<file path="config.mk">
export PLATFORM = sky130hd
export DESIGN_NAME = nibble_ctrl
export DESIGN_NICKNAME = d
export VERILOG_FILES = /design/src/rtl/nibble_pkg.sv /design/src/rtl/nibble_ctrl_wait_timer.sv /design/src/rtl/nibble_ctrl.sv
export SDC_FILE = /design/constraint.sdc
export NUM_CORES = 1
export LEC_CHECK = 0
export CORE_MARGIN = 4
export CORE_UTILIZATION = 30
export DETAILED_ROUTE_END_ITERATION = 8
export SYNTH_ARGS = -nofsm -noshare
export SYNTH_HDL_FRONTEND = slang
export SYNTH_SLANG_ARGS = --single-unit
</file>
<file path="constraint.sdc">
create_clock -name clk -period 4.84 [get_ports clk]
set_clock_uncertainty 0.2 [all_clocks]
set_input_delay 0.968 -clock clk [delete_from_list [all_inputs] [get_ports clk]]
set_output_delay 0.968 -clock clk [all_outputs]
set_load 0.05 [all_outputs]
</file>
<file path="src/rtl/nibble_pkg.sv">
// Shared definitions for the nibble datapath controller: opcode values,
// controller state encoding and the Moore output decode.
package nibble_pkg;

    localparam logic [3:0] OP_NOP = 4'h0;
    localparam logic [3:0] OP_LDA = 4'h1;
    localparam logic [3:0] OP_ADD = 4'h2;
    localparam logic [3:0] OP_JMP = 4'h3;
    localparam logic [3:0] OP_JZ  = 4'h4;
    localparam logic [3:0] OP_HLT = 4'hF;

    typedef enum logic [2:0] {
        ST_IDLE   = 3'd0,
        ST_FETCH  = 3'd1,
        ST_LATCH  = 3'd2,
        ST_DECODE = 3'd3,
        ST_OPRD   = 3'd4,
        ST_EXEC   = 3'd5,
        ST_JUMP   = 3'd6,
        ST_HALT   = 3'd7
    } ctrl_state_t;

    // Strobe bundle produced for one controller state.
    typedef struct packed {
        logic mem_req;
        logic ir_en;
        logic pc_en;
        logic pc_load;
        logic acc_en;
        logic acc_sel;
        logic busy;
        logic halted;
    } ctrl_out_t;

    // True in the states that hold an outstanding memory request.
    function automatic logic is_mem_state(input ctrl_state_t s);
        return (s == ST_FETCH) || (s == ST_OPRD);
    endfunction

    // Strobes for a state; only EXEC looks at the opcode (LDA/ADD write the
    // accumulator, anything else reaching EXEC just skips the operand).
    function automatic ctrl_out_t decode_outputs(input ctrl_state_t s, input logic [3:0] op);
        ctrl_out_t o;
        o = '0;
        case (s)
            ST_IDLE: begin
                o = '0;
            end
            ST_FETCH, ST_OPRD: begin
                o.mem_req = 1'b1;
                o.busy    = 1'b1;
            end
            ST_LATCH: begin
                o.ir_en = 1'b1;
                o.pc_en = 1'b1;
                o.busy  = 1'b1;
            end
            ST_DECODE: begin
                o.busy = 1'b1;
            end
            ST_EXEC: begin
                o.pc_en   = 1'b1;
                o.acc_en  = (op == OP_LDA) || (op == OP_ADD);
                o.acc_sel = (op == OP_ADD);
                o.busy    = 1'b1;
            end
            ST_JUMP: begin
                o.pc_load = 1'b1;
                o.busy    = 1'b1;
            end
            ST_HALT: begin
                o.halted = 1'b1;
            end
            default: begin
                o = '0;
            end
        endcase
        return o;
    endfunction

endpackage

</file>
<file path="src/rtl/nibble_ctrl_wait_timer.sv">
// Bounded-wait counter for memory requests. Held at zero while clr is high,
// counts while en is high, and flags when the count has reached WAIT_MAX.
module wait_timer #(
    parameter int unsigned WAIT_MAX = 15
) (
    input  logic clk,
    input  logic Rst,
    input  logic clr,
    input  logic en,
    output logic expired
);

    localparam logic [3:0] LIMIT = 4'(WAIT_MAX);

    logic [3:0] count_r;

    // Wait cycle counter: clear has priority over counting.
    always_ff @(posedge clk or negedge Rst) begin
        if (!Rst) begin
            count_r <= 4'd0;
        end else if (clr) begin
            count_r <= 4'd0;
        end else if (en) begin
            count_r <= count_r + 4'd1;
        end else begin
            count_r <= count_r;
        end
    end

    assign expired = (count_r == LIMIT);

endmodule

</file>
<file path="src/rtl/nibble_ctrl.sv">
// Fetch/decode/execute sequencer for the nibble datapath. Owns every
// architectural register strobe; outputs are registered decodes of the
// next state so they are clean and drop to zero the moment Rst falls.
module nibble_ctrl
    import nibble_pkg::*;
#(
    parameter int unsigned WAIT_MAX = 15
) (
    input  logic       clk,
    input  logic       Rst,
    input  logic       start,
    input  logic       mem_ready,
    input  logic [3:0] opcode,
    input  logic       zero,
    output logic       mem_req,
    output logic       ir_en,
    output logic       pc_en,
    output logic       pc_load,
    output logic       acc_en,
    output logic       acc_sel,
    output logic       busy,
    output logic       halted,
    output logic       err
);

    ctrl_state_t state_r;
    ctrl_state_t next_state_s;
    ctrl_out_t   out_r;
    logic        err_r;
    logic        mem_wait_s;
    logic        expired_s;
    logic        timeout_s;

    assign mem_wait_s = is_mem_state(state_r);
    // A ready in the limit cycle wins over the timeout.
    assign timeout_s  = mem_wait_s && expired_s && !mem_ready;

    wait_timer #(
        .WAIT_MAX (WAIT_MAX)
    ) u_wait_timer (
        .clk     (clk),
        .Rst     (Rst),
        .clr     (!mem_wait_s),
        .en      (mem_wait_s && !mem_ready),
        .expired (expired_s)
    );

    // State register.
    always_ff @(posedge clk or negedge Rst) begin
        if (!Rst) begin
            state_r <= ST_IDLE;
        end else begin
            state_r <= next_state_s;
        end
    end

    // Next-state logic.
    always_comb begin
        next_state_s = state_r;
        case (state_r)
            ST_IDLE: begin
                if (start) begin
                    next_state_s = ST_FETCH;
                end else begin
                    next_state_s = ST_IDLE;
                end
            end
            ST_FETCH: begin
                if (mem_ready) begin
                    next_state_s = ST_LATCH;
                end else if (timeout_s) begin
                    next_state_s = ST_HALT;
                end else begin
                    next_state_s = ST_FETCH;
                end
            end
            ST_LATCH: begin
                next_state_s = ST_DECODE;
            end
            ST_DECODE: begin
                case (opcode)
                    OP_LDA, OP_ADD: next_state_s = ST_OPRD;
                    OP_JMP:         next_state_s = ST_JUMP;
                    OP_JZ: begin
                        if (zero) begin
                            next_state_s = ST_JUMP;
                        end else begin
                            next_state_s = ST_EXEC;
                        end
                    end
                    OP_HLT:         next_state_s = ST_HALT;
                    default:        next_state_s = ST_FETCH;
                endcase
            end
            ST_OPRD: begin
                if (mem_ready) begin
                    next_state_s = ST_EXEC;
                end else if (timeout_s) begin
                    next_state_s = ST_HALT;
                end else begin
                    next_state_s = ST_OPRD;
                end
            end
            ST_EXEC: begin
                next_state_s = ST_FETCH;
            end
            ST_JUMP: begin
                next_state_s = ST_FETCH;
            end
            ST_HALT: begin
                next_state_s = ST_HALT;
            end
            default: begin
                next_state_s = ST_IDLE;
            end
        endcase
    end

    // Output register: strobes for the state being entered.
    always_ff @(posedge clk or negedge Rst) begin
        if (!Rst) begin
            out_r <= '0;
        end else begin
            out_r <= decode_outputs(next_state_s, opcode);
        end
    end

    // Sticky timeout fault, cleared only by reset.
    always_ff @(posedge clk or negedge Rst) begin
        if (!Rst) begin
            err_r <= 1'b0;
        end else begin
            err_r <= err_r | timeout_s;
        end
    end

    assign mem_req = out_r.mem_req;
    assign ir_en   = out_r.ir_en;
    assign pc_en   = out_r.pc_en;
    assign pc_load = out_r.pc_load;
    assign acc_en  = out_r.acc_en;
    assign acc_sel = out_r.acc_sel;
    assign busy    = out_r.busy;
    assign halted  = out_r.halted;
    assign err     = err_r;

endmodule

</file>
==> results of run 1 <==
## where the power goes
part	internal (mW)	total (mW)	switching, mW	leakage [nW]
clock network	0.0459	0.0880	0.0422	0.0210
registers	0.167	0.203	0.0357	0.202
logic	0.117	0.288	0.170	0.240
## metal layers
metal	GRT usage [%]	vias to the layer above	share of wire, %
li1	-	314	-
met1	12.5	281	46
met2	13.9	15	45
met3	0.826	5	4.8
met4	8.48	0	3.2
met5	0	-	0
## worst max path at each step
stage | from | endpoint | slack (ns) | depth (start not counted)
finish | mem_ready | busy$_DFF_PN0_ | 2.15 | 6
global route | mem_ready | acc_sel$_DFF_PN0_ | 2.04 | 5
CTS | mem_ready | busy$_DFF_PN0_ | 2.16 | 6
detailed placement | mem_ready | busy$_DFF_PN0_ | 1.84 | 6
global placement | opcode[0] | acc_sel$_DFF_PN0_ | 1.86 | 6
floorplan | mem_ready | busy$_DFF_PN0_ | 2.44 | 6
## synth_stat cells (2+ instances only)
| cell | number |
|---|---|
| nor3_1 | 2 |
| dfrtp_1 | 16 |
| nor2_1 | 10 |
| inv_1 | 4 |
| xnor2_1 | 2 |
| o21bai_1 | 2 |
| buf_2 | 2 |
| nand2_1 | 5 |
| xor2_1 | 4 |
| o31ai_1 | 2 |
| buf_6 | 2 |
## logic make-up after synthesis
logic type,synth area share (%)
AO/OA/AOI/OAI,17.7
XOR/XNOR,5.99
adder cells (fa/ha/maj),1.43
buffers and inverters,5.42
flip-flops,45.6
multiplexers,1.14
AND/OR/NAND/NOR,22.7
## flip-flops by register name (all words and copies together), names as in the netlist
| register | flops |
|---|---|
| state_r | 3 |
| busy | 1 |
| mem_req | 1 |
| ir_en | 1 |
| pc_load | 1 |
| err | 1 |
| pc_en | 1 |
| acc_en | 1 |
| u_wait_timer.count_r | 4 |
| halted | 1 |
| acc_sel | 1 |
## cell usage in the layout (no fill, tap or decap), types with 2 or more instances in the layout
| cell | instances |
|---|---|
| clkdlybuf4s50_1 | 17 |
| dfrtp_1 | 16 |
| nor2_1 | 10 |
| nand2_1 | 5 |
| xor2_1 | 4 |
| inv_1 | 4 |
| clkbuf_4 | 3 |
| o21bai_1 | 2 |
| nor3_1 | 2 |
| o31ai_1 | 2 |
| xnor2_1 | 2 |
## final cells by class
type | instances | area (um2)
sequential | 16 | 400
tap | 31 | 38.8
clock buffer | 4 | 36.3
fill | 275 | 1690
timing repair buffer | 17 | 170
multi-input combinational | 55 | 429
inverter | 4 | 15.0
## metrics by stage
stage	setup WS (ns)	hold WS, ns	area [um2]
after detailed placement	1.84	0.257	1050
after floorplan	2.44	0.305	877
after global routing	2.04	0.323	1090
after global placement	1.86	0.260	1050
after CTS	2.16	0.280	1090
final	2.15	0.272	1090
## worst reg2reg max path: cells and delay by family, from the launching register on
kind                       cells  cell delay (ns)
and+or+nand+nor                3             0.43
DFF                            1             0.39
adders and majority gates      1             0.17
AOI/OAI and AO/OA              2             0.73
==> qor.csv, run 1 <==
metric,value,unit
ios,18,
dieArea,0.00385,mm2
dp_hpwl,1160,um
clk-insertion-delay-late,0.29,ns
worst_setup_path_end_kind,flip-flop,
fin_cells,127,
layout-drive-gt1-share,16.7,%
postCtsHoldBufs,0,
antenna_found_initial,0,
grt-ovfl-total,0,
synthFlopType,dfrtp_1,
synth_edf_count,0,
vias,615,
drc,0,
synthArstFlopShare,100,%
die_h,62.1,um
drv_slew,0,
cts_tree,done,
drt_first_pass_iters,2,
ant_nets,0,
grt_pass1_vias,619,
track_usage,9.56,%
power,0.579,mW
hp-class,flip-flop to flip-flop,
synth_top_area_share,45.6,%
cp.required,4.82,ns
cts_max_path_buffers,2,
critPathLaunchType,input port,
min_path_cells,2,
power_density,531,mW/mm2
wl,1490,um
path_buf_inv,1,
leakage,0.462,nW
grt_max_degree,17,
setup-violations-final,0,
yosysTopAreaCell,dfrtp_1,
post-place-cells,123,
fin_util,39.2,%
ys_ff_latch,16,
die_x,62.1,um
ir_drop,0.252,mV
drt_iter0_drc,10,
final.period_utilization,55.6,%
path_cells,"clkdlybuf4s50_1, or4b_4, o211ai_2, o211ai_4, and3b_1, a21oi_2",
wl_per_cell,11.7,um
hold_end,err$_DFF_PN0_,
cap_violations,0,
synth_cells,79,
relSlewSlack,54.3,%
r2r-end,acc_sel$_DFF_PN0_,
cpLargestDelayFamily,simple AND/OR/NAND/NOR gates,
cts_resized,0,
synth.distinct_cells,39,
htree_levels,1,
fmax,372,MHz
rr_startpoint,u_wait_timer.count_r[0]$_DFFE_PN0P_,
r2r_slack,2.83,ns
ys_top_cells_by_area,"dfrtp_1 (46%), nor2_1 (4.3%), xor2_1 (4.0%)",
core-area,0.00278,mm2
place_congestion,0.787,
avgSynthCellArea,11.1,um2
diodes,0,
finalHoldViolCount,0,
crit_fanout,9,
synthesis.area,877,um2
rr_worst_depth,6,
worst_pin_slew,0.684,ns
cp_slowest_cell,clkdlybuf4s50_1,
yosysWarnings,0,
status,"finished, final reports clean",
clk_pin_slew,0.09,ns
numClockSinks,16,
slowest_delay,0.57,ns
path_class,input port to flip-flop,
syn-num-nets,89,
routed_via_density,4.84,
fin_nets,107,
min_from,err$_DFF_PN0_,
io_buffers,17,
synthToLayoutAreaGrowth,24.3,%
ys_seq_area_share,45.6,%
grt_pass1_wl,2650,um
cts_buffers,3,
finalCriticalPeriod,2.69,ns
arrival,2.67,ns
num_rows,19,
post_cts_buffers,0,
finalSetupTns,0,ns
initial_utilization,31.5,%
ctsRootBufferMaster,clkbuf_4,
rsz0062_at_grt,false,
(Power assumes the default switching activity.)
==> run 2, diff against run 1 <==
clock period = 2.7 ns   (was 4.84 ns; I/O delays follow)
==> run 2 against run 1 <==
Sequential cell count did not move. First-iteration DRC count decreased by 60%. Clock power increased by 78%. Utilization grew 0.81 points. Total power rose by 80%. Critical path depth decreased by 5. Final area increased by 2.1%. Cell count rose by 2.4%. Hold slack worse by 0.0012 ns. Die area unchanged. Largest cell class unchanged. Largest power group unchanged.
==> qor.csv, run 2 (synthesized netlist as in run 1, its figures left out) <==
metric,value,unit,change
status,"finished, final reports clean",,unchanged
r2r_slack,0.67,ns,was 2.83 ns
die_h,62.1,um,unchanged
antenna_found_initial,0,,unchanged
largest_registers,"u_wait_timer.count_r (4), state_r (3)",,unchanged
vias,642,,was 615
largest_reg_flops,4,,unchanged
power_frac_comb,50.0,%,was 49.7%
path_cells,clkdlybuf4s50_1,,"was clkdlybuf4s50_1, or4b_4, o211ai_2, o211ai_4, and3b_1, a21oi_2"
fmax,459,MHz,
layout-drive-gt1-share,19.2,%,was 16.7%
clk-insertion-delay-late,0.28,ns,was 0.29 ns
post_cts_buffers,0,,unchanged
htree_levels,1,,unchanged
cp.required,1.96,ns,was 4.82 ns
largest-register,u_wait_timer.count_r,,unchanged
worst_pin_slew,0.689,ns,was 0.684 ns
clockPowerShare,15.0,%,was 15.2%
path_class,flip-flop to output port,,was input port to flip-flop
finalCriticalPeriod,2.18,ns,
wl_per_cell,12.0,um,was 11.7 um
pre_cts_slack,0.217,ns,was 1.84 ns
dp_hpwl,1220,um,was 1160 um
drc,0,,unchanged
numClockSinks,16,,unchanged
cts_max_path_buffers,2,,unchanged
power_density,936,mW/mm2,was 531 mW/mm2
hp-class,flip-flop to flip-flop,,unchanged
worst_setup_path_end_kind,output port,,was flip-flop
rsz0062_at_grt,false,,unchanged
setup-violations-final,0,,unchanged
leakage,0.477,nW,was 0.462 nW
ios,18,,unchanged
place_congestion,0.819,,was 0.787
die_x,62.1,um,unchanged
final.period_utilization,80.6,%,
power,1.04,mW,was 0.579 mW
core-area,0.00278,mm2,unchanged
grtUsageMet3,0.620,%,was 0.826%
critPathLaunchType,flip-flop,,was input port
initial_utilization,31.5,%,unchanged
num_rows,19,,unchanged
cts_buffers,3,,unchanged
grt_max_degree,17,,unchanged
drv_slew,0,,unchanged
swShare,42.8,%,was 42.9%
cpLargestDelayFamily,buffers and inverters,,was simple AND/OR/NAND/NOR gates
fin_nets,110,,was 107
grt_pass1_wl,2650,um,unchanged
grt_pass1_vias,627,,was 619
drt_first_pass_iters,4,,was 2
slowest_delay,0.80,ns,was 0.57 ns
layout_commonest_cell,clkdlybuf4s50_1,,unchanged
gr-max-usage-layer,met2,,unchanged
cp_slowest_cell,clkdlybuf4s50_1,,unchanged
p_seq_share,34.9,%,was 35.1%
dieArea,0.00385,mm2,unchanged
postCtsHoldBufs,0,,unchanged
final_cell_mix,"clkdlybuf4s50_1 (17), dfrtp_1 (16), nor2_1 (10), nand2_1 (5)",,unchanged
switchingPower,0.445,mW,was 0.248 mW
cap_violations,0,,unchanged
ctsRootBufferMaster,clkbuf_4,,unchanged
arrival,1.44,ns,was 2.67 ns
cts_tree,done,,unchanged
path_buf_inv,1,,unchanged
crit_fanout,2,,was 9
synthToLayoutAreaGrowth,26.8,%,was 24.3%
finalSetupTns,0,ns,unchanged
wl,1560,um,was 1490 um
grt-ovfl-total,0,,unchanged
drt_iter0_drc,4,,was 10
grtUsageMet1,12.1,%,was 12.5%
routed_via_density,4.94,,was 4.84
diodes,0,,unchanged
clk_pin_slew,0.09,ns,about the same
io_buffers,17,,unchanged
relSlewSlack,54.0,%,was 54.3%
grt_use_met2,14.8,%,was 13.9%
intPower,0.596,mW,was 0.331 mW
cts_resized,0,,unchanged
ant_nets,0,,unchanged
setup_ws,0.523,ns,was 2.15 ns
ir_drop,0.386,mV,was 0.252 mV
finalHoldViolCount,0,,unchanged
track_usage,9.20,%,was 9.56%
==> run 2: worst paths after layout <==
check | from | endpoint | cells past startpoint
worst max-delay path | err$_DFF_PN0_ | err | 1
worst min-delay path | err$_DFF_PN0_ | err$_DFF_PN0_ | 2
worst max register to register | u_wait_timer.count_r[0]$_DFFE_PN0P_ | acc_sel$_DFF_PN0_ | 6
worst min register to register | err$_DFF_PN0_ | err$_DFF_PN0_ | 2
max in group asynchronous | Rst | acc_sel$_DFF_PN0_ | 1
min in group asynchronous | Rst | u_wait_timer.count_r[2]$_DFFE_PN0P_ | 1
==> run 2: final cells by class <==
class | count | area, um2
clock buffers | 4 | 36.3
flip-flops and latches | 16 | 400
inverters | 4 | 15.0
fillers | 277 | 1670
well taps | 31 | 38.8
repair buffers | 20 | 193
multi-input cells | 55 | 429
==> run 2: metal layers <==
layer | part of all wire (%) | wire length [um]
met5 | 0 | 0
met1 | 45 | 698
met3 | 4.8 | 75
met4 | 0 | 0
met2 | 50 | 783
==> run 2: through the flow <==
step / instance area, um2 / instances / hold WS, ns / utilization [%]
4_1_cts: 1110 / 130 / 0.274 / 40.0
5_1_grt: 1110 / 130 / 0.313 / 40.0
6_report: 1110 / 130 / 0.271 / 40.0
3_5_place_dp: 1080 / 126 / 0.252 / 38.7
3_3_place_gp: 1080 / 126 / 0.252 / 38.7
2_1_floorplan: 877 / 79 / 0.0444 / -
==> run 2: power by group through the flow <==
stage               registers [mW]  logic, mW  clock network, mW
finish                       0.363      0.521              0.157
global route                 0.375      0.570              0.172
CTS                          0.365      0.529              0.162
detailed placement           0.368      0.527                  0
global placement             0.367      0.522                  0
floorplan                    0.428      0.348                  0
==> run 3, diff against run 2 <==
clock period = 2.1 ns   (was 2.7 ns; I/O delays follow)
==> run 3 against run 2 <==
Non-clock buffer count grew 15. Critical path depth grew 5. Sequential cell count is the same. Critical endpoint is now busy$_DFF_PN0_. Via count grew 5.9%. Combinational power grew 53%. Clock-buffer cell count shrank 1. Routed wire length grew 9.9%. Register-to-register slack lost 0.48 ns.
==> qor.csv, run 3 (synthesized netlist as in run 1, its figures left out) <==
metric,value,unit,change
grt_pass1_wl,2860,um,was 2650 um
num_rows,19,,unchanged
cp.required,2.06,ns,was 1.96 ns
path_class,input port to flip-flop,,was flip-flop to output port
worst_setup_path_end_kind,flip-flop,,was output port
grt_max_degree,17,,unchanged
setup-violations-final,0,,unchanged
die_x,62.1,um,unchanged
worst_pin_slew,0.490,ns,was 0.689 ns
ff_latch_area,400,um2,unchanged
largest_registers,"u_wait_timer.count_r (4), state_r (3)",,unchanged
ctsRootBufferMaster,clkbuf_4,,unchanged
status,"finished, final reports clean",,unchanged
place_congestion,0.820,,was 0.819
critPathLaunchType,input port,,was flip-flop
path_buf_inv,1,,unchanged
fillers,264,,was 277
cts_resized,0,,unchanged
htree_levels,1,,unchanged
finalCriticalPeriod,2.03,ns,
dp_hpwl,1360,um,was 1220 um
ir_drop,0.594,mV,was 0.386 mV
diodes,0,,unchanged
die_h,62.1,um,unchanged
finalHoldViolCount,0,,unchanged
power,1.42,mW,was 1.04 mW
initial_utilization,31.5,%,unchanged
hp-class,input port to async pin,,was flip-flop to flip-flop
grt_pass1_vias,681,,was 627
ant_nets,0,,unchanged
slowest_delay,0.53,ns,was 0.80 ns
largest_reg_flops,4,,unchanged
crit_fanout,4,,was 2
core-area,0.00278,mm2,unchanged
relSlewSlack,67.2,%,was 54.0%
cp_slowest_cell,or4b_4,,was clkdlybuf4s50_1
postCtsHoldBufs,0,,unchanged
r2r_slack,0.19,ns,was 0.67 ns
cpLargestDelayFamily,simple AND/OR/NAND/NOR gates,,was buffers and inverters
antenna_found_initial,0,,unchanged
final_cell_mix,"buf_4 (26), dfrtp_1 (16), nor2_1 (10), clkdlybuf4s50_1 (8), nand2_1 (5)",,"was clkdlybuf4s50_1 (17), dfrtp_1 (16), nor2_1 (10), nand2_1 (5)"
track_usage,10.1,%,was 9.20%
clk-insertion-delay-late,0.29,ns,was 0.28 ns
power_density,1180,mW/mm2,was 936 mW/mm2
numClockSinks,16,,unchanged
drt_iter0_drc,7,,was 4
leakage,0.566,nW,was 0.477 nW
final.period_utilization,96.7,%,
holdWs,0.242,ns,was 0.271 ns
io_buffers,17,,unchanged
fin_nets,125,,was 110
cts_max_path_buffers,2,,unchanged
wl_per_cell,11.9,um,was 12.0 um
clk_pin_slew,0.09,ns,about the same
cts_tree,done,,unchanged
routed_via_density,4.72,,was 4.94
drc,0,,unchanged
wl,1710,um,was 1560 um
fmax,492,MHz,
dieArea,0.00385,mm2,unchanged
post_cts_buffers,0,,unchanged
drt_first_pass_iters,4,,unchanged
grt-ovfl-total,0,,unchanged
largest-register,u_wait_timer.count_r,,unchanged
layout-drive-gt1-share,37.2,%,was 19.2%
synthToLayoutAreaGrowth,37.4,%,was 26.8%
ios,18,,unchanged
path_cells,"clkdlybuf4s50_1, or4b_4, o211ai_2, o211ai_4, and3b_1, a21oi_2",,was clkdlybuf4s50_1
multiInputGateArea,440,um2,was 429 um2
vias,680,,was 642
layout_commonest_cell,buf_4,,was clkdlybuf4s50_1
cap_violations,0,,unchanged
arrival,2.00,ns,was 1.44 ns
cts_buffers,3,,unchanged
drv_slew,0,,unchanged
run 3: metal layers:
| metal | vias to the layer above | part of all wire [%] | global-route usage [%] |
|---|---|---|---|
| li1 | 347 | - | - |
| met4 | 0 | 1.2 | 6.36 |
| met5 | - | 0 | 0 |
| met1 | 315 | 43 | 12.2 |
| met2 | 16 | 51 | 16.7 |
| met3 | 2 | 5.3 | 1.45 |
run 3: layout make-up:
class | count | share of cell area [%]
Clock buffer | 3 | 1.87
Sequential cell | 16 | 33.2
Inverter | 4 | 1.25
Tap cell | 31 | 3.22
Multi-Input combinational cell | 55 | 36.6
Timing Repair Buffer | 35 | 23.9
run 3: per-stage QoR:
step,setup slack [ns],std cells,TNS [ns],util [%],cell area (um2)
2_1_floorplan,0.245,79,0,-,877
3_3_place_gp,-0.206,141,-1.07,42.0,1170
3_5_place_dp,-0.244,141,-1.32,42.0,1170
4_1_cts,0.0541,144,0,42.8,1190
5_1_grt,-0.00534,144,-0.00534,43.3,1200
6_report,0.0692,144,0,43.3,1200
run 3: path summary, 6_finish.rpt:
path | from | to | cells after the start
min | Rst | u_wait_timer.count_r[2]$_DFFE_PN0P_ | 2
min in group clk | err$_DFF_PN0_ | err$_DFF_PN0_ | 2
min reg2reg | err$_DFF_PN0_ | err$_DFF_PN0_ | 2
max reg2reg | state_r[1]$_DFF_PN0_ | busy$_DFF_PN0_ | 5
max in group asynchronous | Rst | state_r[1]$_DFF_PN0_ | 2
max | mem_ready | busy$_DFF_PN0_ | 6
run 3: worst register-to-register path, stage by stage (launching register included):
cell,delay [ns]
dfrtp_1,0.47
or4b_4,0.56
o211ai_2,0.12
o211ai_4,0.13
and3b_1,0.27
a21oi_2,0.04
run 3: power by group:
group	total [mW]	leakage (nW)	internal, mW	switching [mW]
combinational	0.799	0.350	0.358	0.441
sequential	0.458	0.202	0.386	0.0715
clock	0.160	0.0138	0.0667	0.0930
total	1.42	0.566	0.811	0.605
